## src/rtl/funnel_pkg.sv

```systemverilog
// funnel_pkg: shared types, constants and depth helper for the round-robin funnel
package funnel_pkg;

    typedef enum logic {PRIO_LEFT = 1'b0, PRIO_RIGHT = 1'b1} funnel_prio_e;

    localparam logic FUNNEL_RST_DATA = 1'b0;

    function automatic int funnel_levels(input int w);
        return (w <= 1) ? 1 : $clog2(w);
    endfunction

endpackage

```

## src/rtl/funnel_rr_node.sv

```systemverilog
// funnel_rr_node: one registered 2:1 round-robin merge stage
// Payload is {src, data}; SRCW is 0 when source ids are not carried.
module funnel_rr_node
    import funnel_pkg::*;
#(
    parameter int dataWidth = 32,
    parameter int SRCW      = 0
) (
    input  logic                      CLK,
    input  logic                      nRST,
    input  logic                      req_l,
    input  logic                      req_r,
    input  logic [dataWidth+SRCW-1:0] pay_l,
    input  logic [dataWidth+SRCW-1:0] pay_r,
    input  logic                      down_rdy,
    output logic                      rdy_l,
    output logic                      rdy_r,
    output logic                      valid,
    output logic [dataWidth+SRCW-1:0] pay
);

    localparam int PW = dataWidth + SRCW;

    funnel_prio_e prio;
    logic         o_rdy;
    logic         gnt_l;
    logic         gnt_r;

    assign o_rdy = !valid || down_rdy;
    assign rdy_l = o_rdy && (!req_r || prio == PRIO_LEFT);
    assign rdy_r = o_rdy && (!req_l || prio == PRIO_RIGHT);
    assign gnt_l = req_l && rdy_l;
    assign gnt_r = req_r && rdy_r;

    // a grant landing on the same edge as a pop keeps the stage full
    always_ff @(posedge CLK or negedge nRST) begin
        if (!nRST) begin
            valid <= 1'b0;
            pay   <= {PW{FUNNEL_RST_DATA}};
            prio  <= PRIO_LEFT;
        end else begin
            if (gnt_l || gnt_r) begin
                valid <= 1'b1;
                pay   <= gnt_r ? pay_r : pay_l;
            end else if (down_rdy) begin
                valid <= 1'b0;
            end
            if (o_rdy && req_l && req_r)
                prio <= gnt_l ? PRIO_RIGHT : PRIO_LEFT;
        end
    end

endmodule

```

## src/rtl/pipe_funnel_rr.sv

```systemverilog
// pipe_funnel_rr: pipelined fair N:1 funnel built from a tree of registered round-robin nodes
module pipe_funnel_rr
  import funnel_pkg::*;
#(
  parameter  int funnelWidth = 8,
  parameter  int dataWidth   = 32,
  localparam int LEVELS      = funnel_levels(funnelWidth)
) (
  input  logic                             CLK,
  input  logic                             nRST,
  input  logic [funnelWidth-1:0]           input_enq__ENA,
  input  logic [dataWidth*funnelWidth-1:0] input_enq_v,
  output logic [funnelWidth-1:0]           input_enq__RDY,
  output logic                             output_enq__ENA,
  output logic [dataWidth-1:0]             output_enq_v,
`ifdef FUNNEL_SOURCE_ID_EN
  output logic [LEVELS-1:0]                output_enq_src,
`endif
  input  logic                             output_enq__RDY
);
  localparam int P = 2 ** LEVELS;
`ifdef FUNNEL_SOURCE_ID_EN
  localparam int SRCW = LEVELS;
`else
  localparam int SRCW = 0;
`endif
  localparam int PW = dataWidth + SRCW;
  logic          req [1:2*P-1];
  logic          rdy [1:2*P-1];
  logic [PW-1:0] pay [1:2*P-1];
  logic          live;
  always_ff @(posedge CLK or negedge nRST)
    if (!nRST) live <= 1'b0;
    else live <= 1'b1;
  genvar i;
  for (i = P; i < 2 * P; i++) begin : g_leaf
    if (i - P < funnelWidth) begin : g_ch
      assign req[i] = input_enq__ENA[i-P] && live;
`ifdef FUNNEL_SOURCE_ID_EN
      assign pay[i] = {SRCW'(i - P), input_enq_v[(i-P)*dataWidth +: dataWidth]};
`else
      assign pay[i] = input_enq_v[(i-P)*dataWidth +: dataWidth];
`endif
      assign input_enq__RDY[i-P] = rdy[i] && live;
    end else begin : g_pad
      assign req[i] = 1'b0;
      assign pay[i] = {PW{FUNNEL_RST_DATA}};
    end
  end
  for (i = 1; i < P; i++) begin : g_node
    funnel_rr_node #(.dataWidth(dataWidth), .SRCW(SRCW)) u_node (
      .CLK      (CLK),
      .nRST     (nRST),
      .req_l    (req[2*i]),
      .req_r    (req[2*i+1]),
      .pay_l    (pay[2*i]),
      .pay_r    (pay[2*i+1]),
      .down_rdy (rdy[i]),
      .rdy_l    (rdy[2*i]),
      .rdy_r    (rdy[2*i+1]),
      .valid    (req[i]),
      .pay      (pay[i])
    );
  end
  assign rdy[1]          = output_enq__RDY;
  assign output_enq__ENA = req[1] && output_enq__RDY;
  assign output_enq_v    = pay[1][dataWidth-1:0];
`ifdef FUNNEL_SOURCE_ID_EN
  assign output_enq_src  = pay[1][PW-1:dataWidth];
`endif
endmodule

```

## config.mk

```make
export PLATFORM = sky130hd
export DESIGN_NAME = pipe_funnel_rr
export DESIGN_NICKNAME = d
export VERILOG_FILES = /design/src/rtl/funnel_pkg.sv /design/src/rtl/funnel_rr_node.sv /design/src/rtl/pipe_funnel_rr.sv
export SDC_FILE = /design/constraint.sdc
export NUM_CORES = 1
export LEC_CHECK = 0
export CAP_MARGIN = 20
export CORE_UTILIZATION = 40
export CTS_BUF_LIST = sky130_fd_sc_hd__clkbuf_16
export DETAILED_ROUTE_END_ITERATION = 12
export PLACE_DENSITY = 0.69
export SLEW_MARGIN = 40
export SYNTH_ARGS = -nofsm -noshare
export SYNTH_HDL_FRONTEND = slang
export SYNTH_SLANG_ARGS = --single-unit
```

## constraint.sdc

```tcl
create_clock -name CLK -period 4 [get_ports CLK]
set_clock_uncertainty 0.2 [all_clocks]
set_input_delay 0.8 -clock CLK [delete_from_list [all_inputs] [get_ports CLK]]
set_output_delay 0.8 -clock CLK [all_outputs]
set_load 0.02 [all_outputs]
```

After elaboration in Yosys (flattened, before gate mapping)
Index checks and enable logic that the tools add are counted.
{ "totals": {"regBits": 239, "mem_bits_rw": 0, "in_bits": 267, "romBits": 0, "memories": 0, "latchBits": 0} }
{ "op_classes": {"n_eq_ne": 0, "bitwise_logic": 7, "reduce_logical": 109, "addsub": 0, "multipliers": 0, "n_mux": 28, "shift": 0, "div": 0, "magnitude_cmp": 0} }
{ "ops": {"columns": ["cell", "n"], "rows": [
  ["32-bit 2-to-1 mux", 7],
  ["1-bit logical AND", 59],
  ["1-bit logical OR", 28],
  ["1-bit 2-to-1 mux", 21],
  ["1-bit zero test", 15],
  ["2-bit nonzero test", 7],
  ["1-bit NOT", 7]
]} }

Depth between registers and ports, before layout
Gate-level depths: netlist (run 1).
{ "logic_depth": {"ltp_word": 10, "mapped_depth": 8, "ltp_nobuf": 5} }

Hierarchy
Synthesis (run 1) repeated with hierarchy kept, for this count alone.
{ "hier_totals": {"cells_unflattened": 1399, "hier_area_um2": 12747.2} }
{ "by_module_without_submodules": {"columns": ["module", "cells_each", "instances", "area_each_um2"], "rows": [
  ["funnel_rr_node", 197, 7, 1798.0],
  ["pipe_funnel_rr", 20, 1, 161.4]
]} }

Worst setup path after synthesis (run 1)
OpenSTA, ideal clock, no wires.
{ "synth_path": {"path_kind": "input-to-output", "startpoint": "input output_enq__RDY", "endpoint": "output input_enq__RDY[4]", "n_path_buf": 2, "path_slack_ns": 0.988, "path_stages": 7, "arrival_ns": 2.012, "cell_sequence": "nand2b_1 > buf_4 > a21boi_1 > o21ai_1 > nand2_1 > buf_2 > a21oi_1"} }
{ "synth_between": {"elab_chain_cells": 7} }
{ "synth_rtl": {"columns": ["element", "line_no", "source"], "rows": [
  ["start: declaration", "pipe_funnel_rr.sv:19", "input logic output_enq__RDY"],
  ["1-bit logical OR", "funnel_rr_node.sv:29", "assign o_rdy = !valid || down_rdy;"],
  ["1-bit logical AND", "funnel_rr_node.sv:31", "assign rdy_r = o_rdy && (!req_l || prio == PRIO_RIGHT);"],
  ["1-bit logical OR", "funnel_rr_node.sv:29", null],
  ["1-bit logical AND", "funnel_rr_node.sv:30", "assign rdy_l = o_rdy && (!req_r || prio == PRIO_LEFT);"],
  ["1-bit logical OR", "funnel_rr_node.sv:29", null],
  ["1-bit logical AND", "funnel_rr_node.sv:30", null],
  ["1-bit logical AND", "pipe_funnel_rr.sv:44", "assign input_enq__RDY[i-P] = rdy[i] && live;"],
  ["end: declaration", "pipe_funnel_rr.sv:13", "output logic [funnelWidth-1:0] input_enq__RDY,"]
]} }
Every way passes these cells.

Worst setup path in the final report (run 1)
{ "layout_path": {"startpoint": "input output_enq__RDY", "endpoint": "output input_enq__RDY[0]"} }
{ "layout_between": {"elab_chain_cells": 7} }
{ "layout_rtl": {"columns": ["element", "line_no"], "rows": [
  ["1-bit logical OR", "funnel_rr_node.sv:29"],
  ["1-bit logical AND", "funnel_rr_node.sv:30"],
  ["1-bit logical OR", "funnel_rr_node.sv:29"],
  ["1-bit logical AND", "funnel_rr_node.sv:30"],
  ["1-bit logical OR", "funnel_rr_node.sv:29"],
  ["1-bit logical AND", "funnel_rr_node.sv:30"],
  ["1-bit logical AND", "pipe_funnel_rr.sv:44"]
]} }
Every way passes these cells.

==> impl_results.md, run 1 <==
* Status: completed
* Final Max Slew Viols at 0
* Crit-path cells: clkdlybuf4s50_1, nor2b_1, o21a_1, o21ai_2, nand2_2, a21oi_1, clkdlybuf4s50_1
* Combinational share of power at 0.368
* CTS HTree Levels at 1
* Final hold violation count at 0
* Clk root buf: clkbuf_16
* CP Launch Type: input port
* Port Buffers at 307
* Internal power at 6750 uW
* Seq pwr share at 0.418
* Clock Pin Slew Worst Setup and Hold Paths at 0.06 ns
* Static Leak at 0.00653 uW
* GRT overflow at 0
* P per Cell Area at 696 nW/um2
* Syn Area/Cell at 11.1 um2
* 1st-iter DRT viols at 522
* Mapped Area at 10900 um2
* Area grow syn2layout at 38.2%
* Most frequent CP cell: clkdlybuf4s50_1
* Fin crit period at 3.78 ns
* Antenna violations before repair at 0
* Worst-path maximum fanout at 4
* Vias per inst at 5.32
* Gate Count Post-Synth at 982
* Slowest cell on the critical path: clkdlybuf4s50_1
* Synth warn at 0
* Slew @ Worst Pin at 0.819 ns
* Vias in the first global route at 8669
* Final GP Congestion at 0.779
* Final HPWL DP at 21.3 mm
* Sink Count at 239
* Hold buffers post-CTS at 0
* Clk pwr share at 0.214
* DRT Pass-1 Iters at 4
* Vias at 8650
* First-pass GRT wire length at 47.9 mm
* Ys async rst share at 1.00
* Diodes inserted at 0
* Postcts setup bufs at 0
* Dpl cell area at 14300 um2
* Register area at 5980 um2
* Max-Slew Margin vs Limit at 0.454
* RSZ-0062 raised after global routing: false
* Cts bufs inserted at 27
* FP Rows at 60
* Clock latency on the worst-skew pair at 0.53 ns
* Switch share at 0.357
* Die H at 167 um
* IO Pins at 308
* Initial Util at 0.406
* Post-layout instance area at 15100 um2
* Final worst path period share at 0.945
* Resized cells post-CTS at 0
* Core Box Area at 26900 um2
* #FFs+latches synth at 239
* Post-layout nets at 1533
* Worst EP required at 3.00 ns
* Routed wire per std cell at 18.5 um
* Final Setup Violations at 0
* Psw at 3740 uW
* CTS tree: yes
* Sequential-to-total area share from yosys stat at 0.548
* Fmax at 265 MHz
* Die X at 167 um
* Post-synth EDFFs at 0
* Top delay family on crit path: buffers and inverters
* Crit-path max cell delay at 0.61 ns
* Largest net degree at the start of global routing at 95
* Total Wirelength at 30.1 mm
* Syn nets at 1249
* Layout fillers at 2372
* Multi-input logic area at 4550 um2
* Global Route Usage Sum at 0.215
* Crit path buf inv count at 2
* WP data arrival at 2.78 ns
* DR DRC count at 0
* Path type of the worst min-delay path: in -> async
* Clock Tree Buf Depth at 3
* VDD IR max at 0.309 mV
* Main synth FF type: dfrtp_1
* Die footprint at 27900 um2
* Worst Path Class, Setup: in -> out
* Antenna Nets Post-Route at 0
* Worst setup EP type: primary output
* Setup TNS at 0 ns
* Layout cell share with drive strength beyond 1 at 0.0615
* Post-synthesis cell type count at 36
* Max Cap Violations at 0
[registers in the layout, indices dropped and copies added (netlist names)]
| register | cells |
|---|---|
| g_node.u_node.pay | 224 |
| g_node.u_node.valid | 7 |
| g_node.u_node.prio | 7 |
| live | 1 |
[stage by stage]
step                setup WS, ns  hold WS (ns)  cells  utilization  power, uW
finish                     0.222         0.109   1626        0.561      10500
global route              0.0836         0.163   1626        0.561      11200
CTS                        0.229         0.133   1626        0.561      10600
detailed placement         0.237         0.273   1578        0.531       8300
global placement           0.233         0.264   1578        0.531       8190
floorplan                  0.988         0.250    982            -       6760
[cell type report]
type / count / area share
timing repair buffer: 334 / 0.220
inverter: 1 / 0.000249
clock inverter: 21 / 0.00772
multi-input combinational: 663 / 0.302
tap: 341 / 0.0283
clock buffer: 27 / 0.0448
sequential: 239 / 0.397
[cells in the mapped netlist, types with 2 or more instances]
| library cell | instances | area [um2] |
|---|---|---|
| xnor2_1 | 6 | 52.6 |
| o21ai_1 | 2 | 10.0 |
| a22oi_1 | 96 | 721 |
| dfrtp_1 | 239 | 5980 |
| o21ai_2 | 2 | 17.5 |
| nand4_1 | 3 | 18.8 |
| buf_2 | 39 | 195 |
| o21ai_0 | 37 | 185 |
| nor2b_1 | 6 | 37.5 |
| nand2_2 | 2 | 12.5 |
| nand3_1 | 6 | 30.0 |
| mux2i_1 | 128 | 1280 |
| clkbuf_1 | 28 | 105 |
| nand2b_1 | 9 | 56.3 |
| a21oi_1 | 99 | 495 |
| buf_6 | 9 | 101 |
| nor2_1 | 102 | 383 |
| nand3b_1 | 3 | 22.5 |
| a21boi_1 | 7 | 52.6 |
| and2_1 | 4 | 25.0 |
| buf_4 | 2 | 15.0 |
| o2bb2ai_1 | 96 | 841 |
| and3_1 | 2 | 12.5 |
| nand2_1 | 43 | 161 |
[cell usage in the layout, fill, tap and decap left out, types with 3 or more instances in the layout]
cell type,count
and2_1,4
inv_1,7
nand3b_1,3
nand2_1,43
nand3_1,5
clkinv_1,8
buf_12,3
buf_4,24
clkbuf_16,27
clkinv_2,5
dfrtp_1,239
mux2i_1,128
o2bb2ai_1,96
a22oi_1,96
nor2b_1,6
xnor2_1,6
nor2_1,101
nand2b_1,9
nand4_1,3
a21boi_2,6
clkdlybuf4s50_1,306
a21oi_1,99
o21ai_0,37
[final timing paths]
kind | start | to | slack, ns | cells after the start
setup reg to reg | live | g_node[7].u_node.pay[18] | 1.43 | 5
max in group asynchronous | nRST | g_node[1].u_node.pay[15] | 2.66 | 2
min in group CLK | g_node[1].u_node.pay[26] | g_node[1].u_node.pay[26] | 0.28 | 2
hold reg to reg | g_node[1].u_node.pay[26] | g_node[1].u_node.pay[26] | 0.28 | 2
hold / removal | nRST | g_node[7].u_node.pay[29] | 0.11 | 1
setup / recovery | output_enq__RDY | input_enq__RDY[0] | 0.22 | 7
[power by group through the flow]
stage | sequential, uW | combinational, uW | clock (uW)
finish | 4390 | 3860 | 2240
global route | 4520 | 4270 | 2410
CTS | 4390 | 3910 | 2310
detailed placement | 4410 | 3900 | 0
global placement | 4390 | 3800 | 0
floorplan | 4290 | 2470 | 0
[routing by layer]
| layer | GRT usage | routed length, um | vias up |
|---|---|---|---|
| li1 | - | - | 4206 |
| met4 | 0.0531 | 644 | 0 |
| met5 | 0 | 0 | - |
| met2 | 0.334 | 13500 | 222 |
| met3 | 0.0314 | 1450 | 41 |
| met1 | 0.315 | 14500 | 4181 |
[kinds of logic after synthesis]
logic type,synth area share
AO/OA/AOI/OAI,0.215
XOR/XNOR,0.00562
buffers and inverters,0.0389
flip-flops,0.548
multiplexers,0.117
other,0.000344
AND/OR/NAND/NOR,0.0740
No activity file was read; power rests on OpenSTA's default activity.
==> run 2, diff against run 1 <==
- CAP_MARGIN: 20 -> not set
- CORE_MARGIN: not set -> 1.5
- SETUP_SLACK_MARGIN: not set -> 0.1
==> run 2 against run 1 <==
  * Worst hold slack got worse by 0.075 ns
  * Via count fell by 0.88%
  * First-iteration DRC count fell by 21%
  * Critical path depth did not move
  * Final cell count fell by 0.12%
  * Largest power group unchanged
  * Highest routed layer unchanged
==> impl_results.md, run 2 (same netlist as run 1, synthesis figures left out) <==
* Status: completed
* Slew @ Worst Pin at 0.740 ns
* FF-to-FF path depth at 5
* Final hold violation count at 0
* CP Launch Type: input port
* Area grow syn2layout at 38.4%
* Clock Tree Buf Depth at 3
* 1st-iter DRT viols at 414
* Layout cell share with drive strength beyond 1 at 0.0616
* RSZ-0062 raised after global routing: false
* Max Cap Violations at 0
* IO Pins at 308
* Die footprint at 28300 um2
* Global Route Usage Sum at 0.209
* Initial Util at 0.406
* R2r setup slk at 1.53 ns
* First-pass GRT wire length at 47.0 mm
* DRT Pass-1 Iters at 5
* Final GP Congestion at 0.803
* Worst-path maximum fanout at 4
* Crit-path cells: clkdlybuf4s50_1, nor2b_1, o21a_1, o21ai_2, nand2_2, a21oi_1, clkdlybuf4s50_1
* Antenna Nets Post-Route at 0
* CTS tree: yes
* Vias in the first global route at 8494
* Final worst path period share at 0.940
* VDD IR max at 0.313 mV
* Setup TNS at 0 ns
* Largest register by flop count: g_node.u_node.pay
* Diodes inserted at 0
* DR DRC count at 0
* Final Setup Violations at 0
* Fin crit period at 3.76 ns
* Vias at 8574
* Worst setup EP type: primary output
* Largest net degree at the start of global routing at 80
* Clk root buf: clkbuf_16
* Final HPWL DP at 21.4 mm
* WP data arrival at 2.76 ns
* FP Rows at 60
* Tot Pwr at 10500 uW
* Crit-path max cell delay at 0.62 ns
* Static Leak at 0.00656 uW
* Slowest cell on the critical path: clkdlybuf4s50_1
* Layout fillers at 2334
* GRT overflow at 0
* Postcts setup bufs at 0
* Most frequent cells in the layout: clkdlybuf4s50_1, dfrtp_1, mux2i_1
* Post-layout nets at 1532
* CTS HTree Levels at 1
* Cts bufs inserted at 27
* Port Buffers at 307
* Largest registers: g_node.u_node.pay (224), g_node.u_node.prio (7), g_node.u_node.valid (7)
* P per Cell Area at 696 nW/um2
* Core Box Area at 26900 um2
* Die X at 168 um
* Most frequent CP cell: clkdlybuf4s50_1
* Commonest non-fill, non-tap cell in the layout: clkdlybuf4s50_1
* Total Wirelength at 29.8 mm
* Final Max Slew Viols at 0
* Max FFs per register at 224
* Fmax at 266 MHz
* Path type of the worst min-delay path: in -> async
* Antenna violations before repair at 0
* Routed wire per std cell at 18.4 um
* Max-Slew Margin vs Limit at 0.507
* Worst Path Class, Setup: in -> out
* Sink Count at 239
* Vias per inst at 5.28
* Clock Pin Slew Worst Setup and Hold Paths at 0.06 ns
* Die H at 168 um
* Clock latency on the worst-skew pair at 0.51 ns
* Worst EP required at 3.00 ns
run 2: timing repair:
action | in CTS | in global routing
hold buffers | 0 | 0
setup endpoints to repair | 0 | 1
hold endpoints to repair | 0 | 0
resized for setup | 0 | 1
run 2: final timing paths:
path,from,to
worst min register to register,g_node[1].u_node.pay[28],g_node[1].u_node.pay[28]
worst max register to register,live,g_node[7].u_node.pay[18]
worst max-delay path,output_enq__RDY,input_enq__RDY[0]
worst min-delay path,nRST,g_node[7].u_node.pay[27]
max in group asynchronous,nRST,g_node[5].u_node.pay[19]
min in group CLK,g_node[1].u_node.pay[28],g_node[1].u_node.pay[28]
run 2: per-stage QoR:
stage	std cells	hold slack [ns]	setup slack (ns)	area, um2	util
after floorplan	982	0.250	0.988	10900	-
after global placement	1577	0.263	0.219	14300	0.531
after detailed placement	1577	0.269	0.223	14300	0.531
after CTS	1624	0.0597	0.219	15100	0.562
after global routing	1624	0.0754	0.117	15100	0.562
final	1624	0.0332	0.238	15100	0.562
run 2: worst max-delay path, delay by kind of cell:
kind | cells | cell delay (ns)
buffers and inverters | 2 | 1.12
AO/OA/AOI/OAI | 3 | 0.67
AND/OR/NAND/NOR | 2 | 0.17
run 2: area by class of cell:
cell class              instances  area [um2]  share of cell area
clock inverters                20         139             0.00920
flip-flops and latches        239        5980               0.396
repair buffers                333        3330               0.220
clock buffers                  27         676              0.0447
well taps                     341         427              0.0283
multi-input cells             663        4550               0.301
inverters                       1        3.75            0.000249
run 2: report_power, final:
part	internal (uW)	total, uW	switching, uW
combinational	1870	3860	1990
sequential	3590	4370	779
clock	1340	2280	942
total	6810	10500	3710
run 2: metal layers:
| layer | vias up | GRT usage | routed length (um) |
|---|---|---|---|
| li1 | 4184 | - | - |
| met1 | 4133 | 0.314 | 14500 |
| met5 | - | 0 | 0 |
| met3 | 34 | 0.0320 | 1360 |
| met2 | 223 | 0.319 | 13400 |
| met4 | 0 | 0.0458 | 515 |
==> run 3, diff against run 2 <==
- SYNTH_HIERARCHICAL: not set -> 1
- clock period: 4 -> 3.2 ns (I/O delays scaled with it)
==> run 3 against run 2 <==
  * Synthesized cell count is 42% higher
  * Clock power grew 22%
  * Via count grew 45%
==> impl_results.md, run 3 <==
* Fmax at 333 MHz
* Share of the synthesized area in the top cell type at 0.469
* Most common cell in the synthesized netlist: dfrtp_1
* Most common library cells after synthesis: dfrtp_1, o21ai_0, inv_1, nand4_1, o311ai_1
* DRT Pass-1 Iters at 6
* Worst Path Class, Setup: in -> out
* Clock Tree Buf Depth at 3
* Vias per inst at 6.03
* DR DRC count at 0
* Die footprint at 32900 um2
* Final GP Congestion at 0.888
* #FFs+latches synth at 239
* Fin crit period at 3.01 ns
* Clock Pin Slew Worst Setup and Hold Paths at 0.06 ns
* Total Wirelength at 40.6 mm
* Clk root buf: clkbuf_16
* Gate Count Post-Synth at 1399
* Synth warn at 6
* Max-Slew Margin vs Limit at 0.573
* Final worst path period share at 0.939
* CP Launch Type: input port
* Sink Count at 239
* Syn Area/Cell at 9.11 um2
* Vias in the first global route at 12348
* Final HPWL DP at 29.8 mm
* Post-synth EDFFs at 0
* Most frequent cells in the layout: clkdlybuf4s50_1, dfrtp_1, inv_1
* Largest net degree at the start of global routing at 68
* Post-layout nets at 1907
* Max Cap Violations at 0
* Status: completed
* Mapped Area at 12700 um2
* Ys async rst share at 1.00
* Diodes inserted at 0
* Vias at 12416
* Max FFs per register at 224
* Commonest non-fill, non-tap cell in the layout: clkdlybuf4s50_1
* Sequential-to-total area share from yosys stat at 0.469
* Fin util at 0.543
* Setup slack at placement at -0.436 ns
* First-pass GRT wire length at 64.6 mm
* P per Cell Area at 831 nW/um2
* Antenna Nets Post-Route at 0
* Worst setup EP type: primary output
* Crit path buf inv count at 2
* Core Box Area at 31500 um2
* IO Pins at 308
* Layout cell share with drive strength beyond 1 at 0.100
* Final Max Slew Viols at 0
* Worst EP required at 2.36 ns
* Largest registers: g_node.u_node/pay (224), g_node.u_node/prio (7), g_node.u_node/valid (7)
* GRT overflow at 0
* CTS HTree Levels at 1
* Worst-path maximum fanout at 3
* Post-synth top area cell: dfrtp_1
* Syn nets at 1666
* Final Setup Violations at 0
* FP Rows at 65
* Routed wire per std cell at 19.7 um
* Cts bufs inserted at 27
* WP data arrival at 2.17 ns
* Crit-path max cell delay at 0.29 ns
* Main synth FF type: dfrtp_1
* Post-synthesis cell type count at 21
* CTS tree: yes
* Area grow syn2layout at 34.1%
* Port Buffers at 307
* VDD IR max at 0.556 mV
* Final hold violation count at 0
* Crit-path cells: dlygate4sd2_1, nand2b_4, and2_4, nand2b_4, and2_4, nor2b_2, a21oi_1, and2_1, clkdlybuf4s15_1
* Largest register by flop count: g_node.u_node/pay
* Global Route Usage Sum at 0.241
* Slew @ Worst Pin at 0.640 ns
* Top delay family on crit path: simple AND/OR/NAND/NOR gates
* Ranking of synthesized cells by area: dfrtp_1, o311ai_1, nand4_1
* Slowest cell on the critical path: dlygate4sd2_1
* RSZ-0062 raised after global routing: true
* Clock latency on the worst-skew pair at 0.51 ns
* Die X at 182 um
* Setup ws final at 0.194 ns
* Antenna violations before repair at 0
* Die H at 182 um
* Static Leak at 0.00707 uW
* Path type of the worst min-delay path: reg -> reg
* 1st-iter DRT viols at 1063
* Initial Util at 0.405
* Layout fillers at 2888
==> run 3: cell types whose count changed after synthesis, sizes merged, moves of 8 or more <==
cell	previous run	this run
o21ai	41	231
a22oi	96	0
clkbuf	28	126
nor2	103	7
a21oi	100	7
inv	1	224
buf	51	43
nand2	45	7
and2	4	24
o311ai	0	224
mux2i	128	0
nand4	3	224
o2bb2ai	96	0
==> run 3: power by group <==
group	switching (uW)	total, uW	internal, uW
Sequential	956	5490	4530
Clock	1190	2780	1590
Combinational	3450	5930	2480
Total	5590	14200	8600
==> run 3: final cells by class <==
type | count | area [um2] | share of cell area
Tap cell | 402 | 503 | 0.0294
Timing Repair Buffer | 381 | 3750 | 0.220
Clock inverter | 20 | 109 | 0.00637
Sequential cell | 239 | 5980 | 0.350
Clock buffer | 27 | 676 | 0.0395
Multi-Input combinational cell | 767 | 5230 | 0.306
Inverter | 224 | 841 | 0.0492
==> run 3: per-stage QoR <==
stage	instances	hold WS (ns)	TNS, ns	area (um2)	power (uW)
floorplan	1399	0.144	-0.0716	12900	9230
global placement	2011	0.282	-3.00	16300	11200
detailed placement	2011	0.282	-3.66	16300	11400
CTS	2059	0.294	0	17100	14200
global route	2060	0.323	0	17100	15200
finish	2060	0.293	0	17100	14200
==> run 3: repair_timing <==
action,CTS,global route
endpoints found under the hold margin,61,0
gates resized for setup,20,12
setup buffers,0,1
setup endpoints to repair,8,8
hold buffers,1,0
==> run 3: layer usage <==
| layer | part of all wire | vias to the layer above | GRT usage | routed length [um] |
|---|---|---|---|---|
| li1 | - | 5752 | - | - |
| met4 | 0.030 | 0 | 0.0767 | 1200 |
| met1 | 0.42 | 6184 | 0.312 | 16900 |
| met5 | 0 | - | 0 | 0 |
| met2 | 0.50 | 400 | 0.414 | 20300 |
| met3 | 0.053 | 80 | 0.0375 | 2150 |
==> run 3: logic make-up after synthesis <==
logic type	after synthesis	share of synthesized area
buf+inv	393	0.132
flops	239	0.469
xor+xnor	7	0.00481
compound gates	462	0.247
simple gates	297	0.146
other cells	1	0.000294
==> run 3: final timing paths <==
path                                            endpoint  slack [ns]  cells after the start                   start
worst max-delay path                   input_enq__RDY[6]        0.19                      9         output_enq__RDY
worst min-delay path               g_node[4].u_node/prio        0.29                      1   g_node[4].u_node/prio
worst max register to register  g_node[5].u_node/pay[16]        0.71                      9  g_node[1].u_node/valid
worst min register to register     g_node[4].u_node/prio        0.29                      1   g_node[4].u_node/prio
max in group asynchronous       g_node[2].u_node/pay[30]        1.60                      3                    nRST
min in group asynchronous                           live        0.46                      2                    nRST
==> run 3: worst reg2reg max path, stage by stage (launching register included) <==
cell and delay [ns]:
dfrtp_2 0.43, nor2b_4 0.15, a21oi_4 0.17, nand2b_4 0.16, and2_4 0.14, nand2b_4 0.11
buf_4 0.36, and3_4 0.29, buf_12 0.18, o311ai_0 0.17
